File: config.mk
export PLATFORM = sky130hd
export DESIGN_NAME = fadd_arb
export DESIGN_NICKNAME = d
export VERILOG_FILES = /design/src/rtl/fadd_arb.sv
export SDC_FILE = /design/constraint.sdc
export NUM_CORES = 1
export LEC_CHECK = 0
export ABC_AREA = 1
export CORE_AREA = 2 2 139 196
export DETAILED_ROUTE_END_ITERATION = 10
export DIE_AREA = 0 0 141 198
export PLACE_DENSITY = 0.71
export SLEW_MARGIN = 0
export SYNTH_ARGS = -nofsm -noshare
export SYNTH_HDL_FRONTEND = slang
export SYNTH_SLANG_ARGS = --single-unit
File: constraint.sdc
create_clock -name clk -period 4.6 [get_ports clk]
set_input_delay 1.15 -clock clk [delete_from_list [all_inputs] [get_ports clk]]
set_output_delay 1.15 -clock clk [all_outputs]
set_load 0.01 [all_outputs]
File: src/rtl/fadd_arb.sv
// fadd_arb: round-robin arbiter sharing one pipelined fadd among NREQ requesters
//   clk, rst               clock, synchronous active-high reset
//   req_valid/req_ready    per-requester handshake, one-hot combinational grant
//   req_x1/req_x2/req_sub  per-requester operands (32 bits each) and subtract flag
//   flush                  drops every in-flight operation
//   fadd_x1/fadd_x2        registered operands to the external adder
//   fadd_y                 adder result, LATENCY cycles after the operands
//   resp_valid/resp_y      one-hot registered response pulse and result
//   busy                   any accepted operation still awaiting its response
module fadd_arb #(
    parameter int NREQ    = 4,
    parameter int LATENCY = 2
) (
    input  logic               clk,
    input  logic               rst,
    input  logic [NREQ-1:0]    req_valid,
    output logic [NREQ-1:0]    req_ready,
    input  logic [NREQ*32-1:0] req_x1,
    input  logic [NREQ*32-1:0] req_x2,
    input  logic [NREQ-1:0]    req_sub,
    input  logic               flush,
    output logic [31:0]        fadd_x1,
    output logic [31:0]        fadd_x2,
    input  logic [31:0]        fadd_y,
    output logic [NREQ-1:0]    resp_valid,
    output logic [31:0]        resp_y,
    output logic               busy
);
    localparam int IW = (NREQ > 1) ? $clog2(NREQ) : 1;

    logic [IW-1:0]              ptr_q, ptr_d, gnt_idx;
    logic [IW:0]                idx;
    logic                       found, hs, fire;
    logic [31:0]                fadd_x1_q, fadd_x1_d, fadd_x2_q, fadd_x2_d;
    logic [LATENCY:0]           tag_v_q, tag_v_d;
    logic [LATENCY:0][IW-1:0]   tag_i_q, tag_i_d;
    logic [NREQ-1:0]            resp_valid_q, resp_valid_d;
    logic [31:0]                resp_y_q, resp_y_d;

    // Scan requesters starting at the pointer, wrapping modulo NREQ; first valid wins.
    always_comb begin
        gnt_idx = '0;
        found   = 1'b0;
        idx     = '0;
        for (int k = 0; k < NREQ; k++) begin
            idx = {1'b0, ptr_q} + (IW+1)'(k);
            if (idx >= (IW+1)'(NREQ)) idx = idx - (IW+1)'(NREQ);
            if (!found && req_valid[idx[IW-1:0]]) begin
                found   = 1'b1;
                gnt_idx = idx[IW-1:0];
            end
        end
    end

    always_comb begin
        req_ready = (rst || flush || !found) ? '0 : NREQ'(1) << gnt_idx;
        hs        = |req_ready;
        ptr_d     = hs ? ((gnt_idx == IW'(NREQ-1)) ? '0 : gnt_idx + 1'b1) : ptr_q;
        fadd_x1_d = hs ? req_x1[32*gnt_idx +: 32] : fadd_x1_q;
        // Subtraction is addition with the sign of x2 flipped.
        fadd_x2_d = hs ? (req_x2[32*gnt_idx +: 32] ^ {req_sub[gnt_idx], 31'b0}) : fadd_x2_q;
        // Tag stage k lines up with the adder output LATENCY cycles after issue.
        tag_v_d   = flush ? '0 : {tag_v_q[LATENCY-1:0], hs};
        tag_i_d   = {tag_i_q[LATENCY-1:0], gnt_idx};
        // An op reaching the last stage during flush was accepted before it, so drop it too.
        fire         = tag_v_q[LATENCY] && !flush;
        resp_valid_d = fire ? NREQ'(1) << tag_i_q[LATENCY] : '0;
        resp_y_d     = fire ? fadd_y : resp_y_q;
    end

    always_ff @(posedge clk) begin
        if (rst) begin
            ptr_q        <= '0;
            fadd_x1_q    <= '0;
            fadd_x2_q    <= '0;
            tag_v_q      <= '0;
            tag_i_q      <= '0;
            resp_valid_q <= '0;
            resp_y_q     <= '0;
        end else begin
            ptr_q        <= ptr_d;
            fadd_x1_q    <= fadd_x1_d;
            fadd_x2_q    <= fadd_x2_d;
            tag_v_q      <= tag_v_d;
            tag_i_q      <= tag_i_d;
            resp_valid_q <= resp_valid_d;
            resp_y_q     <= resp_y_d;
        end
    end

    assign fadd_x1    = fadd_x1_q;
    assign fadd_x2    = fadd_x2_q;
    assign resp_valid = resp_valid_q;
    assign resp_y     = resp_y_q;
    assign busy       = |tag_v_q || |resp_valid_q;
endmodule

==> flow_summary.html, run 1 <==
<table>
<tr><th>Metric</th><th>Value</th></tr>
<tr><th colspan="2">Status</th></tr>
<tr><td>Outcome</td><td>finished clean</td></tr>
<tr><th colspan="2">Critical path</th></tr>
<tr><td>Maximum fanout count along the critical path</td><td>4</td></tr>
<tr><td>Crit path kind</td><td>in2out</td></tr>
<tr><td>Kind of start point of the critical path</td><td>primary input</td></tr>
<tr><td>WP data required</td><td>3450 ps</td></tr>
<tr><td>Kind of end point of the critical path</td><td>output pin</td></tr>
<tr><td>Data arrival time of the critical path</td><td>3210 ps</td></tr>
<tr><th colspan="2">Clocking</th></tr>
<tr><td>Maximum level of the CTS H-tree</td><td>3</td></tr>
<tr><td>TritonCTS clock tree</td><td>done</td></tr>
<tr><td>Clock sink count</td><td>111</td></tr>
<tr><td>Post-CTS setup-driven buffer insertion count</td><td>0</td></tr>
<tr><td>CTS resizes</td><td>0</td></tr>
<tr><td>Buffer cell driving the clock tree root</td><td>sky130_fd_sc_hd__clkbuf_16</td></tr>
<tr><td>Clock insertion delay at the later pin of the skew report</td><td>380 ps</td></tr>
<tr><td>Worst-path clk slew</td><td>90 ps</td></tr>
<tr><td>Maximum buffer depth of the clock tree</td><td>2</td></tr>
<tr><td>TritonCTS Buffers</td><td>9</td></tr>
<tr><td>Count of hold-fix buffers inserted at cts</td><td>0</td></tr>
<tr><th colspan="2">Drt</th></tr>
<tr><td>Post-detailed-route DRC marker count</td><td>0</td></tr>
<tr><td>Post-DRT Antenna Nets</td><td>0</td></tr>
<tr><td>Count of routing violations after the opening detailed-route iteration</td><td>414</td></tr>
<tr><td>Number of optimization iterations in the first detailed-route pass</td><td>7</td></tr>
<tr><td>Post-DR vias/cell</td><td>4.70</td></tr>
<tr><td>Wire length after detailed routing</td><td>29600 um</td></tr>
<tr><td>Post-DR wirelength/cell</td><td>14.9 um</td></tr>
<tr><td>Via total after detailed routing</td><td>9303</td></tr>
<tr><th colspan="2">STA</th></tr>
<tr><td>Final setup slack of the worst path</td><td>239 ps</td></tr>
<tr><td>Final cycle utilization of the critical path</td><td>94.8%</td></tr>
<tr><td>Worst Max-Slew Pin Slew</td><td>1070 ps</td></tr>
<tr><td>Hold WS</td><td>404 ps</td></tr>
<tr><td>Fmax achieved</td><td>229 MHz</td></tr>
<tr><td>Final setup TNS</td><td>0 ps</td></tr>
<tr><td>Headroom to the max-slew limit</td><td>28.3%</td></tr>
<tr><td>Time the final worst path needs with I/O delays and setup</td><td>4360 ps</td></tr>
<tr><td>RSZ-0062 raised after global routing</td><td>false</td></tr>
<tr><td>Worst-case clock skew</td><td>9.51 ps</td></tr>
<tr><td>Endpoints failing hold</td><td>0</td></tr>
<tr><td>Endpoints failing setup</td><td>0</td></tr>
<tr><td>Max Slew Vio Count</td><td>0</td></tr>
<tr><th colspan="2">Die</th></tr>
<tr><td>Vertical die dimension</td><td>198 um</td></tr>
<tr><td>Floorplan die width</td><td>141 um</td></tr>
<tr><td>Io pins</td><td>404</td></tr>
<tr><td>Row count</td><td>71</td></tr>
<tr><td>Core ar.</td><td>26400 um^2</td></tr>
<tr><td>Initial standard-cell utilization of the core</td><td>28.4%</td></tr>
<tr><td>Die area</td><td>27900 um^2</td></tr>
<tr><th colspan="2">Layout</th></tr>
<tr><td>Register Area</td><td>2220 um^2</td></tr>
<tr><td>Number of nets in the finished design</td><td>1946</td></tr>
<tr><td>Count of non-filler cells in the finished layout</td><td>1979</td></tr>
<tr><td>Fraction of layout cells with a size suffix above 1</td><td>2.85%</td></tr>
<tr><td>Multi-input gate area in the final layout</td><td>3990 um^2</td></tr>
<tr><td>Area delta synth-&gt;final</td><td>59.1%</td></tr>
<tr><td>End-of-flow core utilization</td><td>45.3%</td></tr>
<tr><td>Number of filler cells placed in the layout</td><td>2731</td></tr>
<tr><th colspan="2">Synth</th></tr>
<tr><td>Count of mapped cells out of synthesis</td><td>1318</td></tr>
<tr><td>Average cell area after synthesis</td><td>5.69 um^2</td></tr>
<tr><td>Share of synthesized area occupied by flip-flops and latches</td><td>29.6%</td></tr>
<tr><td>Synthesized Nets</td><td>1619</td></tr>
<tr><td>Synthesis warning total</td><td>0</td></tr>
<tr><td>Number of distinct library cell variants in the gate-level netlist after synthesis</td><td>24</td></tr>
<tr><td>Flop and latch count out of synthesis</td><td>111</td></tr>
<tr><td>Total standard cell area after synthesis</td><td>7500 um^2</td></tr>
<tr><th colspan="2">Global route</th></tr>
<tr><td>Global routing usage on met2</td><td>37.8%</td></tr>
<tr><td>Met3 demand-to-capacity share in global routing</td><td>4.84%</td></tr>
<tr><td>Number of antenna violations at the first check in global routing</td><td>1</td></tr>
<tr><td>Routing layer with the top usage in global route</td><td>met2</td></tr>
<tr><td>Remaining global-route overflow</td><td>0</td></tr>
<tr><td>Global-route met1 utilization</td><td>23.3%</td></tr>
<tr><td>Overall routing resource usage</td><td>20.7%</td></tr>
<tr><td>Number of global-route vias before repair</td><td>8928</td></tr>
<tr><td>Maximum number of pins on one net before global-route repair</td><td>129</td></tr>
<tr><td>First-pass GRT wire length</td><td>46400 um</td></tr>
<tr><th colspan="2">Placement</th></tr>
<tr><td>GPL Wtd Cong</td><td>0.902</td></tr>
<tr><td>Cell total after placement</td><td>1962</td></tr>
<tr><td>DP HPWL</td><td>20700 um</td></tr>
<tr><td>Place WS</td><td>262 ps</td></tr>
<tr><td>IO buf count</td><td>403</td></tr>
<tr><th colspan="2">Power and ir drop</th></tr>
<tr><td>Worst vdd rail ir drop</td><td>0.851 mV</td></tr>
<tr><td>Leakage power</td><td>0.00564 uW</td></tr>
<tr><td>Power per Cell Area</td><td>643 nW/um^2</td></tr>
<tr><th colspan="2">Hold path</th></tr>
<tr><td>Worst hold-check path type</td><td>reg2reg</td></tr>
<tr><th colspan="2">Job</th></tr>
<tr><td>Max_cap viols</td><td>0</td></tr>
</table>
-- cell type report --
class	instances	area share (%)
clock inverters	7	0.849
diodes	1	0.0210
repair buffers	418	34.9
multi-input cells	889	33.4
clock buffers	9	1.89
well taps	328	3.44
flip-flops and latches	111	18.6
inverters	216	6.81
-- cells by family after synthesis --
group           share of synthesized area [%]
simple gates                             45.4
buf+inv                                  17.6
flops                                    29.6
compound gates                           6.55
xor+xnor                                0.467
fa+ha+maj                               0.333
-- state kept, by name, summed over array words and instances (netlist names) --
signal      flops
resp_y         32
ptr_q           2
tag_i_q         2
fadd_x2        32
resp_valid      4
fadd_x1        32
tag_v_q         3
tag_i_d         4
-- final timing paths --
| kind | from | endpoint | slack (ps) | depth (start not counted) |
|---|---|---|---|---|
| hold reg to reg | tag_i_d[3]$_SDFF_PP0_ | tag_i_d[5]$_SDFF_PP0_ | 400 | 2 |
| setup / recovery | req_valid[0] | req_ready[0] | 240 | 13 |
| setup reg to reg | ptr_q[0]$_SDFFE_PP0P_ | fadd_x1[26]$_SDFFE_PP0P_ | 1390 | 17 |
| hold / removal | tag_i_d[3]$_SDFF_PP0_ | tag_i_d[5]$_SDFF_PP0_ | 400 | 2 |
-- worst max-delay path, cell delays in order --
cell	delay [ps]
sky130_fd_sc_hd__clkdlybuf4s50_1	480
sky130_fd_sc_hd__inv_1	60
sky130_fd_sc_hd__nand2_1	80
sky130_fd_sc_hd__nand3_1	70
sky130_fd_sc_hd__nand2_1	130
sky130_fd_sc_hd__inv_1	90
sky130_fd_sc_hd__nand3_1	110
sky130_fd_sc_hd__nand3_2	130
sky130_fd_sc_hd__inv_4	100
sky130_fd_sc_hd__ha_1	160
sky130_fd_sc_hd__nand2_2	60
sky130_fd_sc_hd__inv_1	50
sky130_fd_sc_hd__clkdlybuf4s50_1	540
-- cells in the mapped netlist --
| library cell | instances | area share, % |
|---|---|---|
| sky130_fd_sc_hd__a31oi_1 | 1 | 0.083 |
| sky130_fd_sc_hd__buf_4 | 11 | 1.1 |
| sky130_fd_sc_hd__nand4_1 | 65 | 5.4 |
| sky130_fd_sc_hd__xnor2_1 | 3 | 0.35 |
| sky130_fd_sc_hd__xor2_1 | 1 | 0.12 |
| sky130_fd_sc_hd__clkbuf_1 | 34 | 1.7 |
| sky130_fd_sc_hd__dfxtp_1 | 111 | 30 |
| sky130_fd_sc_hd__buf_2 | 52 | 3.5 |
| sky130_fd_sc_hd__buf_6 | 3 | 0.45 |
| sky130_fd_sc_hd__nand3_2 | 4 | 0.53 |
| sky130_fd_sc_hd__nor4_1 | 1 | 0.083 |
| sky130_fd_sc_hd__o21ai_0 | 33 | 2.2 |
| sky130_fd_sc_hd__nand2_1 | 294 | 15 |
| sky130_fd_sc_hd__inv_2 | 3 | 0.15 |
| sky130_fd_sc_hd__nor2_1 | 215 | 11 |
| sky130_fd_sc_hd__inv_1 | 212 | 11 |
| sky130_fd_sc_hd__clkinv_1 | 1 | 0.050 |
| sky130_fd_sc_hd__buf_1 | 2 | 0.10 |
| sky130_fd_sc_hd__a21oi_1 | 64 | 4.3 |
| sky130_fd_sc_hd__ha_1 | 2 | 0.33 |
| sky130_fd_sc_hd__nand2_2 | 4 | 0.33 |
| sky130_fd_sc_hd__nand3b_1 | 1 | 0.10 |
| sky130_fd_sc_hd__nand3_1 | 200 | 13 |
| sky130_fd_sc_hd__nor2_4 | 1 | 0.15 |
-- per-layer routing --
layer,up-vias,share of wire (%)
met3,47,6.8
met5,-,0
li1,4743,-
met1,4173,39
met2,340,51
met4,0,2.9
-- report_power, final --
| group | leakage [uW] | switching (uW) | internal (uW) |
|---|---|---|---|
| clock network | 0.000156 | 452 | 401 |
| logic | 0.00457 | 3330 | 2040 |
| registers | 0.000907 | 176 | 1280 |
| total | 0.00564 | 3950 | 3720 |
-- through the flow --
step                area (um^2)  total power [uW]
floorplan                  7500              5150
global placement          11600              6800
detailed placement        11600              6870
CTS                       11900              7780
global route              11900              8470
finish                    11900              7680
-- placed cells by master, fill, tap and decap left out, types with 9 or more instances in the layout --
master / synthesis / layout
sky130_fd_sc_hd__nand4_1: 65 / 65
sky130_fd_sc_hd__a21oi_1: 64 / 64
sky130_fd_sc_hd__nor2_1: 215 / 214
sky130_fd_sc_hd__nand3_1: 200 / 200
sky130_fd_sc_hd__clkdlybuf4s50_1: 0 / 403
sky130_fd_sc_hd__clkbuf_16: 0 / 9
sky130_fd_sc_hd__dfxtp_1: 111 / 111
sky130_fd_sc_hd__inv_1: 212 / 211
sky130_fd_sc_hd__buf_4: 11 / 13
sky130_fd_sc_hd__o21ai_0: 33 / 33
sky130_fd_sc_hd__nand2_1: 294 / 293
No activity file was read; power rests on OpenSTA's default activity.
==> run 2: changes to the inputs <==
--- a/config.mk
+++ b/config.mk
@@ -6,9 +6,9 @@
 export NUM_CORES = 1
 export LEC_CHECK = 0
 export ABC_AREA = 1
-export CORE_AREA = 2 2 139 196
+export CORE_AREA = 2 2 164 166
 export DETAILED_ROUTE_END_ITERATION = 10
-export DIE_AREA = 0 0 141 198
+export DIE_AREA = 0 0 166 168
 export PLACE_DENSITY = 0.71
 export SLEW_MARGIN = 0
 export SYNTH_ARGS = -nofsm -noshare
==> run 2 against run 1 <==
- cell count up 0.76%
- die area down 0.11%
- worst setup slack better by 20 ps
- clock skew up 6.0 ps
- clock power up 2%
- count of clock-buffer cells in the layout unchanged
- maximum frequency up 0.47%
- critical path depth unchanged
- critical path type unchanged
==> flow_summary.html, run 2 (synthesis gave the netlist of run 1 again) <==
<table>
<tr><th>Metric</th><th>Value</th></tr>
<tr><th colspan="2">Clocking</th></tr>
<tr><td>TritonCTS clock tree</td><td>done</td></tr>
<tr><td>Clock insertion delay at the later pin of the skew report</td><td>360 ps (-20 ps)</td></tr>
<tr><td>Maximum level of the CTS H-tree</td><td>3 (unchanged)</td></tr>
<tr><td>Worst-path clk slew</td><td>100 ps (about the same)</td></tr>
<tr><td>Maximum buffer depth of the clock tree</td><td>2 (unchanged)</td></tr>
<tr><td>CTS resizes</td><td>0 (unchanged)</td></tr>
<tr><td>Post-CTS setup-driven buffer insertion count</td><td>0 (unchanged)</td></tr>
<tr><td>Clock sink count</td><td>111 (unchanged)</td></tr>
<tr><td>Buffer cell driving the clock tree root</td><td>sky130_fd_sc_hd__clkbuf_16</td></tr>
<tr><td>Count of hold-fix buffers inserted at cts</td><td>0 (unchanged)</td></tr>
<tr><td>TritonCTS Buffers</td><td>9 (unchanged)</td></tr>
<tr><th colspan="2">Layout</th></tr>
<tr><td>Post-route standard cell area excluding fillers</td><td>12000 um^2 (+0.14%)</td></tr>
<tr><td>Number of filler cells placed in the layout</td><td>2678 (-1.9%)</td></tr>
<tr><td>Commonest non-fill, non-tap cell in the layout</td><td>sky130_fd_sc_hd__clkdlybuf4s50_1</td></tr>
<tr><td>Most used cells in the layout excluding fill and tap cells</td><td>sky130_fd_sc_hd__clkdlybuf4s50_1, sky130_fd_sc_hd__nand2_1, sky130_fd_sc_hd__nor2_1</td></tr>
<tr><td>Multi-input gate area in the final layout</td><td>3980 um^2 (-0.25%)</td></tr>
<tr><td>Number of nets in the finished design</td><td>1948 (+0.10%)</td></tr>
<tr><td>Fraction of layout cells with a size suffix above 1</td><td>2.91% (+0.057 points)</td></tr>
<tr><td>Register Area</td><td>2220 um^2 (unchanged)</td></tr>
<tr><td>Area delta synth-&gt;final</td><td>59.3%</td></tr>
<tr><th colspan="2">Placement</th></tr>
<tr><td>Post-Place Cell Area</td><td>11600 um^2 (+0.18%)</td></tr>
<tr><td>DP HPWL</td><td>20500 um (-1.2%)</td></tr>
<tr><td>GPL Wtd Cong</td><td>0.881 (-2.3%)</td></tr>
<tr><td>IO buf count</td><td>403 (unchanged)</td></tr>
<tr><th colspan="2">Critical path</th></tr>
<tr><td>Family with the most delay on the worst path</td><td>buffers and inverters</td></tr>
<tr><td>Worst-case reg-to-reg path depth</td><td>12 (-5)</td></tr>
<tr><td>CP bufs+invs</td><td>5 (-1)</td></tr>
<tr><td>Crit path kind</td><td>in2out</td></tr>
<tr><td>Maximum fanout count along the critical path</td><td>4 (unchanged)</td></tr>
<tr><td>Kind of end point of the critical path</td><td>output pin</td></tr>
<tr><td>Worst stage delay on the critical path</td><td>530 ps (about the same)</td></tr>
<tr><td>Worst R2R Setup Slack</td><td>1240 ps (-150 ps)</td></tr>
<tr><td>Cell chain of the critical path</td><td>clkdlybuf4s50_1 -&gt; inv_1 -&gt; nand2_1 -&gt; nand3_1 -&gt; nand2_2 -&gt; nor2_4 -&gt; nand3_1 -&gt; nand3_2 -&gt; inv_4 -&gt; ha_1 -&gt; nand2_2 -&gt; inv_1 -&gt; clkdlybuf4s50_1</td></tr>
<tr><td>Kind of start point of the critical path</td><td>primary input</td></tr>
<tr><td>Slowest cell on crit path</td><td>sky130_fd_sc_hd__clkdlybuf4s50_1</td></tr>
<tr><td>Cell depth of the worst setup path</td><td>13 (unchanged)</td></tr>
<tr><td>Data arrival time of the critical path</td><td>3190 ps (-20 ps)</td></tr>
<tr><td>WP data required</td><td>3450 ps (about the same)</td></tr>
<tr><th colspan="2">STA</th></tr>
<tr><td>Fmax achieved</td><td>230 MHz (+0.47%)</td></tr>
<tr><td>Max Slew Vio Count</td><td>0 (unchanged)</td></tr>
<tr><td>Headroom to the max-slew limit</td><td>22.0% (-6.3 points)</td></tr>
<tr><td>Worst-case clock skew</td><td>15.5 ps (+6.02 ps)</td></tr>
<tr><td>Final cycle utilization of the critical path</td><td>94.4% (-0.44 points)</td></tr>
<tr><td>Time the final worst path needs with I/O delays and setup</td><td>4340 ps (-20.3 ps)</td></tr>
<tr><td>Endpoints failing setup</td><td>0 (unchanged)</td></tr>
<tr><td>Worst Max-Slew Pin Slew</td><td>1170 ps (+96.1 ps)</td></tr>
<tr><td>RSZ-0062 raised after global routing</td><td>false</td></tr>
<tr><td>Final setup TNS</td><td>0 ps (unchanged)</td></tr>
<tr><td>Endpoints failing hold</td><td>0 (unchanged)</td></tr>
<tr><th colspan="2">Power and ir drop</th></tr>
<tr><td>Worst vdd rail ir drop</td><td>1.22 mV (+43%)</td></tr>
<tr><td>Leakage power</td><td>0.00564 uW (+0.11%)</td></tr>
<tr><td>Sequential share of power</td><td>18.9% (about the same)</td></tr>
<tr><td>Cell internal pwr</td><td>3750 uW (+0.61%)</td></tr>
<tr><td>Power per Cell Area</td><td>644 nW/um^2 (+0.10%)</td></tr>
<tr><td>Clock group share of total power</td><td>11.3% (+0.2 points)</td></tr>
<tr><td>Net switching power of the design</td><td>3950 uW (-0.11%)</td></tr>
<tr><td>Combinational power share</td><td>69.9% (about the same)</td></tr>
<tr><td>Switching part of the total</td><td>51.3% (-0.18 points)</td></tr>
<tr><th colspan="2">Die</th></tr>
<tr><td>Initial standard-cell utilization of the core</td><td>28.5% (+0.036 points)</td></tr>
<tr><td>Floorplan die width</td><td>166 um (+18%)</td></tr>
<tr><td>Io pins</td><td>404 (unchanged)</td></tr>
<tr><td>Vertical die dimension</td><td>168 um (-15%)</td></tr>
<tr><td>Core ar.</td><td>26400 um^2 (-0.13%)</td></tr>
<tr><td>Die area</td><td>27900 um^2 (-0.11%)</td></tr>
<tr><td>Row count</td><td>60 (-15%)</td></tr>
<tr><th colspan="2">Global route</th></tr>
<tr><td>Number of antenna violations at the first check in global routing</td><td>1 (unchanged)</td></tr>
<tr><td>Overall routing resource usage</td><td>20.2% (-0.46 points)</td></tr>
<tr><td>Remaining global-route overflow</td><td>0 (unchanged)</td></tr>
<tr><td>Maximum number of pins on one net before global-route repair</td><td>129 (unchanged)</td></tr>
<tr><td>Number of global-route vias before repair</td><td>8813 (-1.3%)</td></tr>
<tr><td>First-pass GRT wire length</td><td>46400 um (about the same)</td></tr>
<tr><th colspan="2">Status</th></tr>
<tr><td>Outcome</td><td>finished clean</td></tr>
<tr><th colspan="2">Hold path</th></tr>
<tr><td>WHS Path Cells</td><td>2 (unchanged)</td></tr>
<tr><td>Worst hold-check path type</td><td>reg2reg</td></tr>
<tr><th colspan="2">Drt</th></tr>
<tr><td>Post-DRT Antenna Nets</td><td>0 (unchanged)</td></tr>
<tr><td>Via total after detailed routing</td><td>9381 (+0.84%)</td></tr>
<tr><td>Post-detailed-route DRC marker count</td><td>0 (unchanged)</td></tr>
<tr><td>Count of routing violations after the opening detailed-route iteration</td><td>564 (+36%)</td></tr>
<tr><td>Post-DR wirelength/cell</td><td>14.6 um (-2.3%)</td></tr>
<tr><td>Number of optimization iterations in the first detailed-route pass</td><td>5 (-2)</td></tr>
<tr><td>Wire length after detailed routing</td><td>29100 um (-1.6%)</td></tr>
<tr><td>Post-DR vias/cell</td><td>4.70 (about the same)</td></tr>
<tr><th colspan="2">Job</th></tr>
<tr><td>Max_cap viols</td><td>0 (unchanged)</td></tr>
</table>
## run 2: cell count changes in the layout (fill, tap and decap cells not counted), sizes merged
cell / delta
inv: +3
clkinv: -3
buf: +2
## run 2: final timing paths
| kind | from | endpoint |
|---|---|---|
| worst max-delay path | req_valid[3] | req_ready[0] |
| worst min-delay path | tag_i_d[2]$_SDFF_PP0_ | tag_i_d[4]$_SDFF_PP0_ |
| worst max register to register | ptr_q[0]$_SDFFE_PP0P_ | fadd_x2[5]$_SDFFE_PP0P_ |
| worst min register to register | tag_i_d[2]$_SDFF_PP0_ | tag_i_d[4]$_SDFF_PP0_ |
## run 2: metal layers
metal	track usage (%)	wire length, um
met2	33.8	13600
met5	0	0
met1	24.8	12200
met4	6.84	830
met3	6.04	2470
## run 2: worst register-to-register path, stage by stage, from the launching register on
cell                      delay (ps)
sky130_fd_sc_hd__dfxtp_1         580
sky130_fd_sc_hd__inv_2           170
sky130_fd_sc_hd__nand2_1         100
sky130_fd_sc_hd__nand2_1         100
sky130_fd_sc_hd__nor2_1          180
sky130_fd_sc_hd__nor2_1           90
sky130_fd_sc_hd__nand3_4         110
sky130_fd_sc_hd__buf_4           510
sky130_fd_sc_hd__buf_4           720
sky130_fd_sc_hd__nand3_1         220
sky130_fd_sc_hd__a21oi_1         340
sky130_fd_sc_hd__nor2_1          100
sky130_fd_sc_hd__nor2_1           90
## run 2: through the flow
step / hold slack [ps] / util (%) / instances / total power [uW] / worst slack, ps
after floorplan: 388 / - / 1318 / 5150 / 632
after global placement: 391 / 44.1 / 1977 / 6850 / 312
after detailed placement: 396 / 44.1 / 1977 / 6890 / 255
after CTS: 410 / 45.4 / 1993 / 7790 / 253
after global routing: 440 / 45.4 / 1994 / 8490 / 88.0
final: 408 / 45.4 / 1994 / 7690 / 260
## run 2: power by group through the flow
| stage | clock, uW | sequential, uW | combinational (uW) |
|---|---|---|---|
| after floorplan | 0 | 1580 | 3570 |
| after global placement | 0 | 1460 | 5390 |
| after detailed placement | 0 | 1470 | 5420 |
| after CTS | 897 | 1450 | 5440 |
| after global routing | 934 | 1490 | 6070 |
| final | 866 | 1450 | 5380 |
## run 2: layout make-up
type                       instances  area share [%]
clock inverter                     7           0.806
timing repair buffer             420            35.0
antenna                            1          0.0209
clock buffer                       9            1.88
sequential                       111            18.6
tap                              341            3.57
multi-input combinational        889            33.3
inverter                         216            6.80
==> run 3: changes to the inputs <==
--- a/config.mk
+++ b/config.mk
@@ -9,7 +9,8 @@
 export CORE_AREA = 2 2 164 166
 export DETAILED_ROUTE_END_ITERATION = 10
 export DIE_AREA = 0 0 166 168
-export PLACE_DENSITY = 0.71
+export PLACE_DENSITY_LB_ADDON = 0.05
+export SKIP_LAST_GASP = 1
 export SLEW_MARGIN = 0
 export SYNTH_ARGS = -nofsm -noshare
 export SYNTH_HDL_FRONTEND = slang
==> run 3 against run 2 <==
- register-to-register slack better by 50 ps
- cell count is 0.25% higher
- design area grew 0.28%
- critical path type unchanged
- worst hold slack lost 1.3 ps
- clock skew is 2.9 ps lower
- largest power group unchanged
- combinational power is 2% higher
==> flow_summary.html, run 3 (synthesis gave the netlist of run 1 again) <==
<table>
<tr><th>Metric</th><th>Value</th></tr>
<tr><th colspan="2">Status</th></tr>
<tr><td>Outcome</td><td>finished clean</td></tr>
<tr><th colspan="2">Critical path</th></tr>
<tr><td>Slowest cell on crit path</td><td>sky130_fd_sc_hd__clkdlybuf4s50_1</td></tr>
<tr><td>Maximum fanout count along the critical path</td><td>4 (unchanged)</td></tr>
<tr><td>Endpoint of the worst register-to-register path</td><td>fadd_x1[6]$_SDFFE_PP0P_</td></tr>
<tr><td>Critical R2R Launch</td><td>ptr_q[0]$_SDFFE_PP0P_</td></tr>
<tr><td>Worst-case reg-to-reg path depth</td><td>17 (+5)</td></tr>
<tr><td>Worst R2R Setup Slack</td><td>1290 ps (+50 ps)</td></tr>
<tr><td>WP data required</td><td>3450 ps (about the same)</td></tr>
<tr><td>CP bufs+invs</td><td>5 (unchanged)</td></tr>
<tr><td>Kind of start point of the critical path</td><td>primary input</td></tr>
<tr><td>Family with the most delay on the worst path</td><td>buffers and inverters</td></tr>
<tr><td>Crit path kind</td><td>in2out</td></tr>
<tr><td>Kind of end point of the critical path</td><td>output pin</td></tr>
<tr><td>Cell chain of the critical path</td><td>clkdlybuf4s50_1 -&gt; inv_1 -&gt; nand2_1 -&gt; nand3_1 -&gt; nand2_2 -&gt; nor2_4 -&gt; nand3_1 -&gt; nand3_2 -&gt; inv_4 -&gt; ha_1 -&gt; nand2_2 -&gt; inv_1 -&gt; clkdlybuf4s50_1</td></tr>
<tr><td>Worst stage delay on the critical path</td><td>470 ps (-60 ps)</td></tr>
<tr><td>Data arrival time of the critical path</td><td>3190 ps (about the same)</td></tr>
<tr><th colspan="2">STA</th></tr>
<tr><td>Endpoints failing setup</td><td>0 (unchanged)</td></tr>
<tr><td>Headroom to the max-slew limit</td><td>31.4% (+9.4 points)</td></tr>
<tr><td>RSZ-0062 raised after global routing</td><td>false</td></tr>
<tr><td>Hold WS</td><td>407 ps (-1.33 ps)</td></tr>
<tr><td>Worst Max-Slew Pin Slew</td><td>1030 ps (-143 ps)</td></tr>
<tr><td>Final setup TNS</td><td>0 ps (unchanged)</td></tr>
<tr><td>Final cycle utilization of the critical path</td><td>94.3% (about the same)</td></tr>
<tr><td>Worst-case clock skew</td><td>12.6 ps (-2.93 ps)</td></tr>
<tr><td>Time the final worst path needs with I/O delays and setup</td><td>4340 ps (-3.58 ps)</td></tr>
<tr><td>Fmax achieved</td><td>231 MHz (about the same)</td></tr>
<tr><td>Max Slew Vio Count</td><td>0 (unchanged)</td></tr>
<tr><td>Endpoints failing hold</td><td>0 (unchanged)</td></tr>
<tr><th colspan="2">Global route</th></tr>
<tr><td>Met3 demand-to-capacity share in global routing</td><td>6.42% (+0.38 points)</td></tr>
<tr><td>Overall routing resource usage</td><td>21.8% (+1.6 points)</td></tr>
<tr><td>Remaining global-route overflow</td><td>0 (unchanged)</td></tr>
<tr><td>Number of antenna violations at the first check in global routing</td><td>4 (+3)</td></tr>
<tr><td>First-pass GRT wire length</td><td>49100 um (+5.9%)</td></tr>
<tr><td>Number of global-route vias before repair</td><td>8795 (-0.20%)</td></tr>
<tr><td>Global routing usage on met2</td><td>35.6% (+1.8 points)</td></tr>
<tr><td>Global-route met1 utilization</td><td>27.5% (+2.7 points)</td></tr>
<tr><td>Maximum number of pins on one net before global-route repair</td><td>129 (unchanged)</td></tr>
<tr><td>Routing layer with the top usage in global route</td><td>met2</td></tr>
<tr><th colspan="2">Die</th></tr>
<tr><td>Row count</td><td>60 (unchanged)</td></tr>
<tr><td>Core ar.</td><td>26400 um^2 (unchanged)</td></tr>
<tr><td>Io pins</td><td>404 (unchanged)</td></tr>
<tr><td>Floorplan die width</td><td>166 um (unchanged)</td></tr>
<tr><td>Die area</td><td>27900 um^2 (unchanged)</td></tr>
<tr><td>Vertical die dimension</td><td>168 um (unchanged)</td></tr>
<tr><td>Initial standard-cell utilization of the core</td><td>28.5% (unchanged)</td></tr>
<tr><th colspan="2">Drt</th></tr>
<tr><td>Post-DR vias/cell</td><td>4.66 (-0.95%)</td></tr>
<tr><td>Count of routing violations after the opening detailed-route iteration</td><td>561 (-0.53%)</td></tr>
<tr><td>Post-detailed-route DRC marker count</td><td>0 (unchanged)</td></tr>
<tr><td>Wire length after detailed routing</td><td>31700 um (+9.0%)</td></tr>
<tr><td>Number of optimization iterations in the first detailed-route pass</td><td>4 (-1)</td></tr>
<tr><td>Post-DR wirelength/cell</td><td>15.9 um (+8.7%)</td></tr>
<tr><td>Post-DRT Antenna Nets</td><td>0 (unchanged)</td></tr>
<tr><td>Via total after detailed routing</td><td>9315 (-0.70%)</td></tr>
<tr><th colspan="2">Placement</th></tr>
<tr><td>Post-Place Cell Area</td><td>11600 um^2 (+0.14%)</td></tr>
<tr><td>DP HPWL</td><td>22200 um (+8.5%)</td></tr>
<tr><td>GPL Wtd Cong</td><td>0.825 (-6.4%)</td></tr>
<tr><td>Cell total after placement</td><td>1978 (+0.051%)</td></tr>
<tr><td>IO buf count</td><td>403 (unchanged)</td></tr>
<tr><th colspan="2">Hold path</th></tr>
<tr><td>Worst hold-check path type</td><td>reg2reg</td></tr>
<tr><td>Min-Delay Endpoint</td><td>tag_i_d[4]$_SDFF_PP0_</td></tr>
<tr><td>WHS Path Cells</td><td>2 (unchanged)</td></tr>
<tr><td>HP Start</td><td>tag_i_d[2]$_SDFF_PP0_</td></tr>
<tr><th colspan="2">Clocking</th></tr>
<tr><td>TritonCTS Buffers</td><td>9 (unchanged)</td></tr>
<tr><td>Clock insertion delay at the later pin of the skew report</td><td>360 ps (about the same)</td></tr>
<tr><td>TritonCTS clock tree</td><td>done</td></tr>
<tr><td>Post-CTS setup-driven buffer insertion count</td><td>0 (unchanged)</td></tr>
<tr><td>Count of hold-fix buffers inserted at cts</td><td>0 (unchanged)</td></tr>
<tr><td>Clock sink count</td><td>111 (unchanged)</td></tr>
<tr><td>Maximum level of the CTS H-tree</td><td>3 (unchanged)</td></tr>
<tr><td>CTS resizes</td><td>0 (unchanged)</td></tr>
<tr><td>Worst-path clk slew</td><td>90 ps (about the same)</td></tr>
<tr><td>Maximum buffer depth of the clock tree</td><td>2 (unchanged)</td></tr>
<tr><td>Buffer cell driving the clock tree root</td><td>sky130_fd_sc_hd__clkbuf_16</td></tr>
<tr><th colspan="2">Power and ir drop</th></tr>
<tr><td>Leakage power</td><td>0.00565 uW (+0.17%)</td></tr>
<tr><td>Power per Cell Area</td><td>650 nW/um^2 (+1.0%)</td></tr>
<tr><td>Worst vdd rail ir drop</td><td>0.833 mV (-32%)</td></tr>
<tr><td>Post-layout total power</td><td>7800 uW (+1.3%)</td></tr>
<tr><th colspan="2">Layout</th></tr>
<tr><td>Number of nets in the finished design</td><td>1949 (+0.051%)</td></tr>
<tr><td>Multi-input gate area in the final layout</td><td>3990 um^2 (+0.19%)</td></tr>
<tr><td>Register Area</td><td>2220 um^2 (unchanged)</td></tr>
<tr><td>Number of filler cells placed in the layout</td><td>2773 (+3.5%)</td></tr>
<tr><td>Area delta synth-&gt;final</td><td>59.8%</td></tr>
<tr><td>Fraction of layout cells with a size suffix above 1</td><td>2.96% (+0.059 points)</td></tr>
<tr><td>Post-route standard cell area excluding fillers</td><td>12000 um^2 (+0.28%)</td></tr>
<tr><td>Commonest non-fill, non-tap cell in the layout</td><td>sky130_fd_sc_hd__clkdlybuf4s50_1</td></tr>
<tr><td>Most used cells in the layout excluding fill and tap cells</td><td>sky130_fd_sc_hd__clkdlybuf4s50_1, sky130_fd_sc_hd__nand2_1, sky130_fd_sc_hd__nor2_1</td></tr>
<tr><td>Count of non-filler cells in the finished layout</td><td>1999 (+0.25%)</td></tr>
<tr><th colspan="2">Job</th></tr>
<tr><td>Max_cap viols</td><td>0 (unchanged)</td></tr>
</table>
==> run 3: area by class of cell <==
class,count,area share (%)
inverter,216,6.79
clock buffer,9,1.88
timing repair buffer,421,35.0
clock inverter,7,0.866
multi-input combinational,889,33.3
sequential,111,18.5
tap,341,3.56
antenna,5,0.104
==> run 3: worst max-delay path by stage <==
stage | from | endpoint | slack (ps) | depth (start not counted)
after global placement | req_valid[3] | req_ready[0] | 270 | 13
after detailed placement | req_valid[1] | req_ready[0] | 250 | 13
after CTS | req_valid[1] | req_ready[0] | 240 | 13
after floorplan | req_valid[3] | req_ready[0] | 630 | 15
after global routing | req_valid[3] | req_ready[0] | 80 | 13
final | req_valid[1] | req_ready[0] | 260 | 13
==> run 3: stage by stage <==
stage | utilization [%] | setup WS (ps)
final | 45.5 | 263
after global routing | 45.5 | 76.7
after CTS | 45.5 | 242
after detailed placement | 44.2 | 251
after global placement | 44.2 | 273
after floorplan | - | 632
==> run 3: worst register-to-register path, delay by kind of cell (launching register included) <==
| kind | cells | cell delay [ps] |
|---|---|---|
| adder cells (fa/ha/maj) | 1 | 210 |
| flip-flops | 1 | 570 |
| AND/OR/NAND/NOR | 13 | 1380 |
| buffers and inverters | 3 | 1080 |
==> run 3: power breakdown <==
group          leakage (uW)  switching [uW]  internal (uW)
registers          0.000907             174           1280
logic               0.00459            3390           2080
clock network      0.000159             464            408
total               0.00565            4030           3760
==> run 3: layer usage <==
layer	vias up	wire length, um
met5	-	0
met4	0	659
met3	36	2660
met2	332	14800
met1	4184	13600
li1	4763	-
